--- src/rtl/sdr_port_arbiter.sv ---
// sdr_port_arbiter: four-port round-robin arbiter and burst sequencer for the SDRAM controller
module sdr_port_arbiter #(
    parameter int DSIZE = 32,
    parameter int ASIZE = 23,
    parameter int LEN_W = 9
) (
    input  logic                   CLK,
    input  logic                   RESET_N,
    input  logic [3:0]             REQ,
    input  logic [4*ASIZE-1:0]     ADDR,
    input  logic [4*LEN_W-1:0]     LEN,
    input  logic                   REF_PEND,
    input  logic                   CMD_ACK,
    input  logic                   BEAT,
    output logic                   CMD_VALID,
    output logic                   CMD_WRITE,
    output logic [ASIZE-1:0]       CMD_ADDR,
    output logic [LEN_W-1:0]       CMD_LEN,
    output logic [3:0]             GRANT,
    output logic [3:0]             DONE,
    output logic [DSIZE/8-1:0]     DM_OUT,
    output logic                   WR_SEL
);

    typedef enum logic [1:0] {IDLE, ISSUE, XFER, FIN} state_t;

    state_t           state, state_next;
    logic [1:0]       ptr, gidx, winner, idx;
    logic             found;
    logic [3:0]       elig;
    logic [LEN_W-1:0] cnt;

    // a port is eligible only with a request and a nonzero length
    always_comb begin
        elig = '0;
        for (int i = 0; i < 4; i++)
            elig[i] = REQ[i] && (LEN[i*LEN_W +: LEN_W] != '0);
    end

    // round-robin search from ptr; descending scan so the nearest offset wins
    always_comb begin
        winner = ptr;
        found  = 1'b0;
        idx    = ptr;
        for (int k = 3; k >= 0; k--) begin
            idx = ptr + 2'(k);
            if (elig[idx]) begin
                winner = idx;
                found  = 1'b1;
            end
        end
    end

    // next-state logic
    always_comb begin
        state_next = state;
        case (state)
            IDLE:  state_next = (!REF_PEND && found) ? ISSUE : IDLE;
            ISSUE: state_next = CMD_ACK ? XFER : ISSUE;
            XFER:  state_next = (BEAT && cnt == LEN_W'(1)) ? FIN : XFER;
            FIN:   state_next = IDLE;
        endcase
    end

    // state register
    always_ff @(posedge CLK or negedge RESET_N) begin
        if (!RESET_N) state <= IDLE;
        else          state <= state_next;
    end

    // registered command, grant, beat counter, mask and completion outputs
    always_ff @(posedge CLK or negedge RESET_N) begin
        if (!RESET_N) begin
            ptr       <= '0;
            gidx      <= '0;
            cnt       <= '0;
            GRANT     <= '0;
            DONE      <= '0;
            CMD_VALID <= 1'b0;
            CMD_WRITE <= 1'b0;
            CMD_ADDR  <= '0;
            CMD_LEN   <= '0;
            WR_SEL    <= 1'b0;
            DM_OUT    <= '1;
        end else begin
            DONE <= '0;
            case (state)
                IDLE: if (state_next == ISSUE) begin
                    gidx      <= winner;
                    GRANT     <= 4'b0001 << winner;
                    CMD_VALID <= 1'b1;
                    CMD_WRITE <= !winner[1];
                    CMD_ADDR  <= ADDR[winner*ASIZE +: ASIZE];
                    CMD_LEN   <= LEN[winner*LEN_W +: LEN_W];
                    cnt       <= LEN[winner*LEN_W +: LEN_W];
                    WR_SEL    <= !winner[1] && winner[0];
                end
                ISSUE: if (CMD_ACK) begin
                    CMD_VALID <= 1'b0;
                    if (CMD_WRITE) DM_OUT <= '0;
                end
                XFER: if (BEAT) begin
                    cnt <= cnt - LEN_W'(1);
                    if (cnt == LEN_W'(1)) begin
                        DONE   <= GRANT;
                        DM_OUT <= '1;
                    end
                end
                FIN: begin
                    GRANT <= '0;
                    ptr   <= gidx + 2'd1;
                end
            endcase
        end
    end

endmodule

--- config.mk ---
export PLATFORM = sky130hd
export DESIGN_NAME = sdr_port_arbiter
export DESIGN_NICKNAME = d
export VERILOG_FILES = /design/src/rtl/sdr_port_arbiter.sv
export SDC_FILE = /design/constraint.sdc
export NUM_CORES = 1
export LEC_CHECK = 0
export BUFFER_PORTS_ARGS = -buffer_cell sky130_fd_sc_hd__clkbuf_2
export CAP_MARGIN = 20
export CELL_PAD_IN_SITES_DETAIL_PLACEMENT = 1
export CELL_PAD_IN_SITES_GLOBAL_PLACEMENT = 2
export CORE_ASPECT_RATIO = 0.9
export CORE_MARGIN = 2
export CORE_UTILIZATION = 26
export CTS_BUF_LIST = sky130_fd_sc_hd__clkbuf_8
export DETAILED_ROUTE_END_ITERATION = 8
export MAX_ROUTING_LAYER = met4
export PLACE_DENSITY_LB_ADDON = 0.12
export SLEW_MARGIN = 0
export SYNTH_ARGS = -nofsm -noshare
export SYNTH_HDL_FRONTEND = slang
export SYNTH_SLANG_ARGS = --single-unit
export TNS_END_PERCENT = 20
--- constraint.sdc ---
create_clock -name CLK -period 3.09 [get_ports CLK]
set_clock_uncertainty 0.1 [all_clocks]
set_input_delay 0.1545 -clock CLK [delete_from_list [all_inputs] [get_ports CLK]]
set_output_delay 0.1545 -clock CLK [all_outputs]
set_load 0.1 [all_outputs]
==> results of run 1 <==
## power groups by stage
stage | Combinational [mW] | Sequential (mW) | Clock (mW)
after floorplan | 1.30 | 3.11 | 0
after global placement | 3.94 | 1.40 | 0
after detailed placement | 3.99 | 1.41 | 0
after CTS | 4.01 | 1.40 | 0.793
after global routing | 4.20 | 1.45 | 0.832
final | 3.98 | 1.40 | 0.772
## path summary, 6_finish.rpt
kind | start | to | slack (ns) | cells after the start
max in group asynchronous | RESET_N | gidx[1] | 1.74 | 3
min in group asynchronous | RESET_N | CMD_ADDR[11] | 0.21 | 2
hold reg to reg | CMD_VALID | CMD_VALID | 0.37 | 2
setup / recovery | ptr[1] | CMD_ADDR[17] | 0.45 | 8
setup reg to reg | ptr[1] | CMD_ADDR[17] | 0.45 | 8
hold / removal | ADDR[46] | CMD_ADDR[0] | 0.01 | 3
## stage by stage
step	area [um^2]	hold WS (ns)
finish	5082	0.01267
global route	5082	0.02090
CTS	5082	0.0002343
detailed placement	4723	0.07061
global placement	4723	0.06331
floorplan	3545	-0.2411
## Yosys cell counts, types with 4 or more instances
cell | instances | share of area, %
a21oi_1 | 27 | 3.8
a221oi_1 | 24 | 5.9
a31oi_1 | 28 | 4.9
and2_1 | 7 | 1.2
and4_1 | 22 | 5.4
buf_2 | 4 | 0.56
buf_4 | 4 | 0.85
clkbuf_1 | 23 | 2.4
dfrtp_1 | 58 | 41
inv_1 | 7 | 0.74
mux2_2 | 10 | 3.2
mux2i_1 | 8 | 2.3
mux4_2 | 5 | 3.2
nand2_1 | 18 | 1.9
nand2b_1 | 4 | 0.71
nand3_1 | 9 | 1.3
nor2_1 | 36 | 3.8
nor3_1 | 8 | 1.1
o21ai_0 | 14 | 2.0
o22ai_1 | 4 | 0.71
## logic make-up after synthesis
kind of cell	Yosys count
mux	23
flops	59
buf+inv	39
compound gates	122
xor+xnor	2
fa+ha+maj	2
simple gates	119
## cell type report
type,count,area [um^2],share of cell area [%]
flip-flops and latches,59,1478,29.07
inverters,7,26.28,0.5170
clock buffers,9,123.9,2.437
clock inverters,7,85.08,1.674
multi-input cells,268,1918,37.74
repair buffers,218,1241,24.42
well taps,168,210.2,4.136
## routing by layer
metal	part of all wire, %	track usage (%)	vias up
met5	0	-	-
met4	2.0	6.886	0
met3	4.4	3.071	22
met2	48	30.79	118
met1	46	25.33	1877
li1	-	-	1821
## worst max-delay path: cells and delay by family (launching register included)
family / cells / cell delay (ns)
buffers and inverters: 3 / 0.56
and+or+nand+nor: 1 / 0.50
AOI/OAI and AO/OA: 4 / 0.82
DFF: 1 / 0.50
## repair_timing
action | in CTS | in global routing
gates resized for setup | 0 | 0
endpoints found under the setup margin | 0 | 0
hold endpoints to repair | 33 | 0
hold buffers | 15 | 0
## state kept, by name, summed over array words and instances (netlist names), 2 cells and up
register,count
DONE,4
cnt,9
state,2
gidx,2
CMD_ADDR,23
CMD_LEN,9
ptr,2
GRANT,4
## cells in the final DEF, fill, tap and decap left out, types with 5 or more instances in the layout
cell / synthesis / final
nand3_1: 9 / 9
mux2_2: 10 / 10
a221oi_1: 24 / 24
dlygate4sd3_1: 0 / 15
mux4_2: 5 / 5
nor2_1: 36 / 36
clkbuf_8: 0 / 9
buf_4: 4 / 18
nand2_1: 18 / 18
mux2i_1: 8 / 8
dfrtp_1: 58 / 58
a31oi_1: 28 / 28
o21ai_0: 14 / 14
and4_1: 22 / 22
inv_1: 7 / 9
and2_1: 7 / 7
a21oi_1: 27 / 26
clkbuf_2: 0 / 182
nor3_1: 8 / 8
==> reports/metrics.cfg, run 1 <==
[grt]
grt_usage_pct=19.39
gr-total-overflow=0
grt_pass1_wl_mm=21.12
first_global_vias=4050
antenna_found_initial=0
grt_max_degree=48

[floorplanning]
die_height_um=114.8
top_level_ports=184
die_w_um=127.1
start_util_pct=26.63
rows=40
dieArea_mm2=0.01458
core_area_mm2=0.01331

[worst_setup_path]
crit_path_end_kind=register
critPathLaunchType=register
critPathSlowestCell=dfrtp_1
cpPeakStageDelay_ns=0.50
arrival_ns=2.75
crit_chain=inv_1 -> o311ai_0 -> and3_2 -> buf_4 -> a21oi_2 -> buf_12 -> a221oi_1 -> a21oi_1
path_class=reg -> reg
crit_required_ns=3.20
crit_path_max_fanout=23

[routing]
vias_per_cell=5.215
first_pass_iters=4
drc=0
num_vias=3838
drtIter0Drc=168
drt-total-wl_mm=13.86
ant_nets=0
wire_per_inst_um=18.83

[cells_and_area]
final_core_util_pct=38.18
syn2layout_area_growth_pct=43.38
num_antenna_cells=0
fill_cells=1592
drive_gt1_share_pct=43.66
layout.nets=702
final_cells=736

[power]
power_mw=6.150
power_switching_share_pct=58.71
pwr-share-comb_pct=64.7
p_int_mw=2.539
power_per_cell_area_mw_per_mm2=1210
seq_power_share_pct=22.8
peakVddDrop_v=0.0005086
clockPowerShare_pct=12.6
p_sw_mw=3.611
p_leak_nw=2.434

[cts]
root_buffer=clkbuf_8
h-tree-depth=3
numCtsBuffers=9
clk_pin_slew_ns=0.08
postCtsSetupRepairBufs=0
cts_tree=yes
cts.sinks=59
cts_max_path_buffers=2
clk_latency_ns=0.35

[sta]
finalSetupTns_ns=0
maxSlewHeadroom_pct=44.31
finalCritPeriodShare_pct=85.43
max_freq_mhz=378.8
setup_viol=0
slew_viol_final=0
layout_min_cycle_time_ns=2.640
tightest_slew_ns=0.8289
fin_ws_ns=0.4502
finalHoldViolations=0
rsz0062_at_grt=no

[synthesis]
seq_area_frac_synth_pct=41.69
synth_cell_types=50
synth-seq-cells=59
synth_top_family_by_area=compound AO/OA/AOI/OAI gates
ys.flop_type=dfrtp_1
synthAdderAreaFrac_pct=0.7060
synth-edff-count=0
avgSynthCellArea_um2=9.685
synth_compound_area_share_pct=25.24
synth_area_mm2=0.003545
synth.net_count=505
synth-xor-area-share_pct=0.4942
synthMuxAreaShare_pct=8.613
async_reset_ff_share_pct=100.0
ys_warn_count=0
synthSimpleGateAreaFrac_pct=18.57
syn_inst=366

[place]
pre_cts_slack_ns=0.1161
portBuffers=183
post-dp-hpwl_mm=10.61
dp_cells=705
gp_congestion=0.8655

[run_status]
outcome=finished clean

[flow_run]
cap_violations=0

[worst_hold_path]
hold_path.class=in -> reg

Power figures use the tool's default switching activity.
==> run 2, diff against run 1 <==
REMOVE_ABC_BUFFERS = 1   (was not set)
==> reports/metrics.cfg, run 2 (synthesized netlist as in run 1, its figures left out) <==
[run_status]
outcome=finished clean  ; unchanged

[sta]
layout_min_cycle_time_ns=2.772  ; was 2.640 ns
finalHoldViolations=0  ; unchanged
rsz0062_at_grt=no  ; unchanged
setup_viol=0  ; unchanged
tightest_slew_ns=0.9364  ; was 0.8289 ns
slew_viol_final=0  ; unchanged
finalCritPeriodShare_pct=89.70  ; was 85.43%
maxSlewHeadroom_pct=37.58  ; was 44.31%
finalSetupTns_ns=0  ; unchanged
hold_ws_ns=0.01038  ; was 0.01267 ns
max_freq_mhz=360.8  ; was 378.8 MHz

[cts]
h-tree-depth=3  ; unchanged
clk_latency_ns=0.37  ; was 0.35 ns
clk_pin_slew_ns=0.07  ; was 0.08 ns
root_buffer=clkbuf_8  ; unchanged
cts.sinks=59  ; unchanged
cts_tree=yes  ; unchanged
cts_max_path_buffers=2  ; unchanged
numCtsBuffers=9  ; unchanged

[cells_and_area]
layout_common_cells=clkbuf_2 (182), dfrtp_1 (58), dlygate4sd3_1 (41), nor2_1 (36), a31oi_1 (28)  ; was clkbuf_2 (182), dfrtp_1 (58), nor2_1 (36), a31oi_1 (28), a21oi_1 (26)
regMostFlops=CMD_ADDR  ; unchanged
final_common_cell=clkbuf_2  ; unchanged
num_antenna_cells=0  ; unchanged
largestRegisters=CMD_ADDR (23), CMD_LEN (9), cnt (9)  ; unchanged
largest_reg_flops=23  ; unchanged
drive_gt1_share_pct=42.67  ; was 43.66%
final_cells=768  ; was 736
layout.nets=734  ; was 702
syn2layout_area_growth_pct=52.56  ; was 43.38%

[worst_hold_path]
hold_path.class=in -> reg  ; unchanged
min_path_cells=3  ; unchanged

[power]
peakVddDrop_v=0.0004224  ; was 0.0005086 V
seq_power_share_pct=21.9  ; was 22.8%
clockPowerShare_pct=14.6  ; was 12.6%
p_int_mw=2.665  ; was 2.539 mW
p_sw_mw=3.635  ; was 3.611 mW
power_switching_share_pct=57.70  ; was 58.71%
p_leak_nw=2.567  ; was 2.434 nW
pwr-share-comb_pct=63.5  ; was 64.7%
power_mw=6.300  ; was 6.150 mW
power_per_cell_area_mw_per_mm2=1165  ; was 1210 mW/mm^2

[floorplanning]
die_height_um=114.8  ; unchanged
core_area_mm2=0.01331  ; unchanged
die_w_um=127.1  ; unchanged
rows=40  ; unchanged
start_util_pct=26.63  ; unchanged
dieArea_mm2=0.01458  ; unchanged
top_level_ports=184  ; unchanged

[routing]
drc=0  ; unchanged
vias_per_cell=5.193  ; was 5.215
num_vias=3988  ; was 3,838
first_pass_iters=4  ; unchanged
ant_nets=0  ; unchanged
drt-total-wl_mm=14.56  ; was 13.86 mm
wire_per_inst_um=18.96  ; was 18.83 um
drtIter0Drc=147  ; was 168

[flow_run]
cap_violations=0  ; unchanged

[worst_setup_path]
crit_required_ns=3.28  ; was 3.20 ns
critPathLaunchType=input pin  ; was register
arrival_ns=2.96  ; was 2.75 ns
crit_path_end_kind=register  ; unchanged
rr_worst_depth=8  ; unchanged
crit_path_max_fanout=14  ; was 23
path_class=in -> reg  ; was reg -> reg

[grt]
antenna_found_initial=0  ; unchanged
grt_pass1_wl_mm=22.92  ; was 21.12 mm
grt_usage_pct=21.12  ; was 19.39%
grt_max_degree=60  ; was 48
gr-total-overflow=0  ; unchanged
first_global_vias=4250  ; was 4,050

[place]
gp_congestion=0.7983  ; was 0.8655
dp_cells=711  ; was 705
portBuffers=183  ; unchanged
post-dp-hpwl_mm=10.51  ; was 10.61 mm

-- run 2: cell count changes in the layout (fill, tap and decap cells not counted), sizes merged --
cell,previous run,this run
clkinvlp,1,3
bufinv,2,3
clkbuf,191,192
dlygate4sd3,15,41
inv,9,7
clkinv,2,0
buf,21,27
-- run 2: timing repair --
| item | 4_1_cts | 5_1_grt |
|---|---|---|
| setup buffers | 0 | 0 |
| endpoints found under the hold margin | 81 | 0 |
| resized for setup | 0 | 0 |
| hold buffers | 41 | 0 |
-- run 2: area by class of cell --
class	instances	area, um^2
Sequential cell	59	1478
Timing Repair Buffer	250	1525
Clock buffer	10	137.6
Multi-Input combinational cell	268	1918
Fill cell	1545	7905
Tap cell	168	210.2
Inverter	7	26.28
Clock inverter	6	112.6
-- run 2: path summary, 6_finish.rpt --
check	slack, ns	startpoint	endpoint
max in group asynchronous	1.95	RESET_N	CMD_ADDR[20]
worst max register to register	0.49	ptr[0]	CMD_ADDR[22]
worst min-delay path	0.01	ADDR[39]	CMD_ADDR[16]
worst min register to register	0.39	CMD_LEN[6]	CMD_LEN[6]
worst max-delay path	0.32	LEN[32]	CMD_ADDR[22]
min in group asynchronous	0.41	RESET_N	cnt[3]
-- run 2: worst max-delay path: stages --
cell and delay, ns:
clkbuf_2 0.09, or4_1 0.60, o41a_1 0.47, o22ai_1 0.27, a22oi_4 0.11, a21oi_2 0.76
buf_6 0.25, a221oi_1 0.09, a21oi_1 0.16
-- run 2: metal layers --
| layer | share of wire [%] | GRT usage, % | vias up |
|---|---|---|---|
| met5 | 0 | - | - |
| met4 | 2.3 | 7.619 | 0 |
| met3 | 4.3 | 3.909 | 22 |
| met2 | 49 | 34.87 | 126 |
| met1 | 45 | 26.07 | 1955 |
| li1 | - | - | 1885 |
-- run 2: power groups by stage --
| stage | clock (mW) | sequential [mW] | combinational (mW) |
|---|---|---|---|
| 6_report | 0.918 | 1.38 | 4.00 |
| 5_1_grt | 0.981 | 1.44 | 4.25 |
| 4_1_cts | 0.947 | 1.39 | 4.03 |
| 3_5_place_dp | 0 | 1.40 | 3.98 |
| 3_3_place_gp | 0 | 1.39 | 3.91 |
| 2_1_floorplan | 0 | 3.12 | 1.21 |
-- run 2: per-stage QoR --
stage / worst slack [ns] / utilization, % / area, um^2
floorplan: -1.290 / - / 3405
global placement: -0.1853 / 35.57 / 4736
detailed placement: -0.06629 / 35.66 / 4747
CTS: 0.3349 / 40.62 / 5408
global route: 0.06419 / 40.62 / 5408
finish: 0.3182 / 40.62 / 5408
==> run 3, diff against run 2 <==
CTS_BUF_LIST = not set   (was sky130_fd_sc_hd__clkbuf_8)
==> reports/metrics.cfg, run 3 (synthesized netlist as in run 1, its figures left out) <==
[sta]
finalCritPeriodShare_pct=91.11  ; was 89.70%
maxSlewHeadroom_pct=36.13  ; was 37.58%
fin_ws_ns=0.2748  ; was 0.3182 ns
setup_viol=0  ; unchanged
max_freq_mhz=355.2  ; was 360.8 MHz
finalHoldViolations=0  ; unchanged
rsz0062_at_grt=no  ; unchanged
finalSetupTns_ns=0  ; unchanged
slew_viol_final=0  ; unchanged
tightest_slew_ns=0.9581  ; was 0.9364 ns
layout_min_cycle_time_ns=2.815  ; was 2.772 ns

[worst_setup_path]
crit_path_end_kind=register  ; unchanged
crit_chain=clkbuf_2 -> or4_1 -> o41a_1 -> o22ai_1 -> a22oi_4 -> a21oi_2 -> buf_6 -> a221oi_1 -> a21oi_1  ; unchanged
path_class=in -> reg  ; unchanged
arrival_ns=2.97  ; was 2.96 ns
worstReg2RegStart=ptr[0]  ; unchanged
r2r_end=CMD_ADDR[22]  ; unchanged
critPathLaunchType=input pin  ; unchanged
crit_required_ns=3.25  ; was 3.28 ns
crit_path_max_fanout=14  ; unchanged
cpPeakStageDelay_ns=0.78  ; was 0.76 ns
rr_worst_depth=8  ; unchanged
critPathSlowestCell=a21oi_2  ; unchanged
rrSetupSlack_ns=0.47  ; was 0.49 ns

[worst_hold_path]
min_path_cells=3  ; unchanged
worstHoldStart=ADDR[56]  ; was ADDR[39]
hold_path.class=in -> reg  ; unchanged
whs_endpoint=CMD_ADDR[10]  ; was CMD_ADDR[16]

[routing]
drc=0  ; unchanged
drt-total-wl_mm=14.10  ; was 14.56 mm
wire_per_inst_um=19.32  ; was 18.96 um
drtIter0Drc=121  ; was 147
vias_per_cell=5.248  ; was 5.193
ant_nets=0  ; unchanged
num_vias=3831  ; was 3,988
first_pass_iters=4  ; unchanged

[power]
power_per_cell_area_mw_per_mm2=1275  ; was 1165 mW/mm^2
power_mw=6.537  ; was 6.300 mW
peakVddDrop_v=0.0004477  ; was 0.0004224 V
p_leak_nw=2.454  ; was 2.567 nW

[cells_and_area]
layout.nets=696  ; was 734
syn2layout_area_growth_pct=44.69  ; was 52.56%
fill_cells=1557  ; was 1,545
multi_input_area_mm2=0.001918  ; unchanged
largest_reg_flops=23  ; unchanged
regMostFlops=CMD_ADDR  ; unchanged
regArea_mm2=0.001478  ; unchanged
layout_common_cells=clkbuf_2 (182), dfrtp_1 (58), nor2_1 (36), a31oi_1 (28), a21oi_1 (26)  ; was clkbuf_2 (182), dfrtp_1 (58), dlygate4sd3_1 (41), nor2_1 (36), a31oi_1 (28)
num_antenna_cells=0  ; unchanged
largestRegisters=CMD_ADDR (23), CMD_LEN (9), cnt (9)  ; unchanged
final_common_cell=clkbuf_2  ; unchanged
drive_gt1_share_pct=45.55  ; was 42.67%

[cts]
clk_latency_ns=0.34  ; was 0.37 ns
numCtsBuffers=9  ; unchanged
cts_resized=0  ; unchanged
cts.sinks=59  ; unchanged
cts_max_path_buffers=2  ; unchanged
clk_pin_slew_ns=0.05  ; was 0.07 ns
postCtsHoldBufs=3  ; was 41
cts_tree=yes  ; unchanged
root_buffer=clkbuf_16  ; was clkbuf_8
h-tree-depth=3  ; unchanged
postCtsSetupRepairBufs=0  ; unchanged

[grt]
gr-total-overflow=0  ; unchanged
grt_max_degree=60  ; unchanged
grt_usage_pct=20.37  ; was 21.12%
grtUsageMet1_pct=25.49  ; was 26.07%
grt_pass1_wl_mm=22.13  ; was 22.92 mm
antenna_found_initial=0  ; unchanged
first_global_vias=4092  ; was 4,250
top_usage_layer=met2  ; unchanged
use_met3_pct=3.909  ; unchanged
grt_util_met2_pct=33.30  ; was 34.87%

[place]
post-dp-hpwl_mm=10.51  ; unchanged
portBuffers=183  ; unchanged
pre_cts_slack_ns=-0.06629  ; unchanged
gp_congestion=0.7983  ; unchanged

[floorplanning]
dieArea_mm2=0.01458  ; unchanged
die_height_um=114.8  ; unchanged
start_util_pct=26.63  ; unchanged
top_level_ports=184  ; unchanged
die_w_um=127.1  ; unchanged
rows=40  ; unchanged
core_area_mm2=0.01331  ; unchanged

[flow_run]
cap_violations=0  ; unchanged

[run_status]
outcome=finished clean  ; unchanged

-- run 3: changes by cell type in the layout (fill, tap and decap cells not counted) --
cell / change
clkbuf_8: -9
clkbuf_16: +9
dlygate4sd3_1: -38
-- run 3: final cells by class --
type / instances / share of cell area [%]
clock inverter: 6 / 2.196
clock buffer: 10 / 4.660
sequential: 59 / 28.81
timing repair buffer: 212 / 22.32
tap: 168 / 4.099
inverter: 7 / 0.5123
multi-input combinational: 268 / 37.40
-- run 3: worst max path at each step --
stage               cells past startpoint      endpoint  slack (ns)  startpoint
floorplan                               7        cnt[2]       -1.29     LEN[32]
global placement                        8   CMD_ADDR[2]       -0.19     LEN[32]
detailed placement                      9   CMD_ADDR[9]       -0.07     LEN[23]
CTS                                     9  CMD_ADDR[22]        0.30     LEN[23]
global route                            9  CMD_ADDR[22]        0.02     LEN[32]
finish                                  9  CMD_ADDR[22]        0.27     LEN[32]
-- run 3: per-stage QoR --
step                      util, %  instances  hold WS, ns  area [um^2]
after floorplan                 -        334      -0.2411         3405
after global placement      35.57        710       0.2850         4736
after detailed placement    35.66        711       0.2947         4747
after CTS                   38.52        730    0.0001529         5129
after global routing        38.52        730      0.02025         5129
final                       38.52        730      0.01324         5129
-- run 3: worst max-delay path: cells and delay by family --
kind	cells	cell delay, ns
buf+inv	2	0.34
simple gates	1	0.59
compound gates	6	1.88
-- run 3: metal layers --
layer | part of all wire, % | vias up
met3 | 4.6 | 21
met2 | 48 | 124
met5 | 0 | -
li1 | - | 1811
met4 | 2.1 | 0
met1 | 45 | 1875
-- run 3: where the power goes --
group | total, mW | leakage (nW) | internal (mW) | switching (mW)
logic | 3.96 | 1.60 | 0.955 | 3.00
clock network | 1.19 | 0.161 | 0.809 | 0.384
registers | 1.39 | 0.694 | 1.12 | 0.262
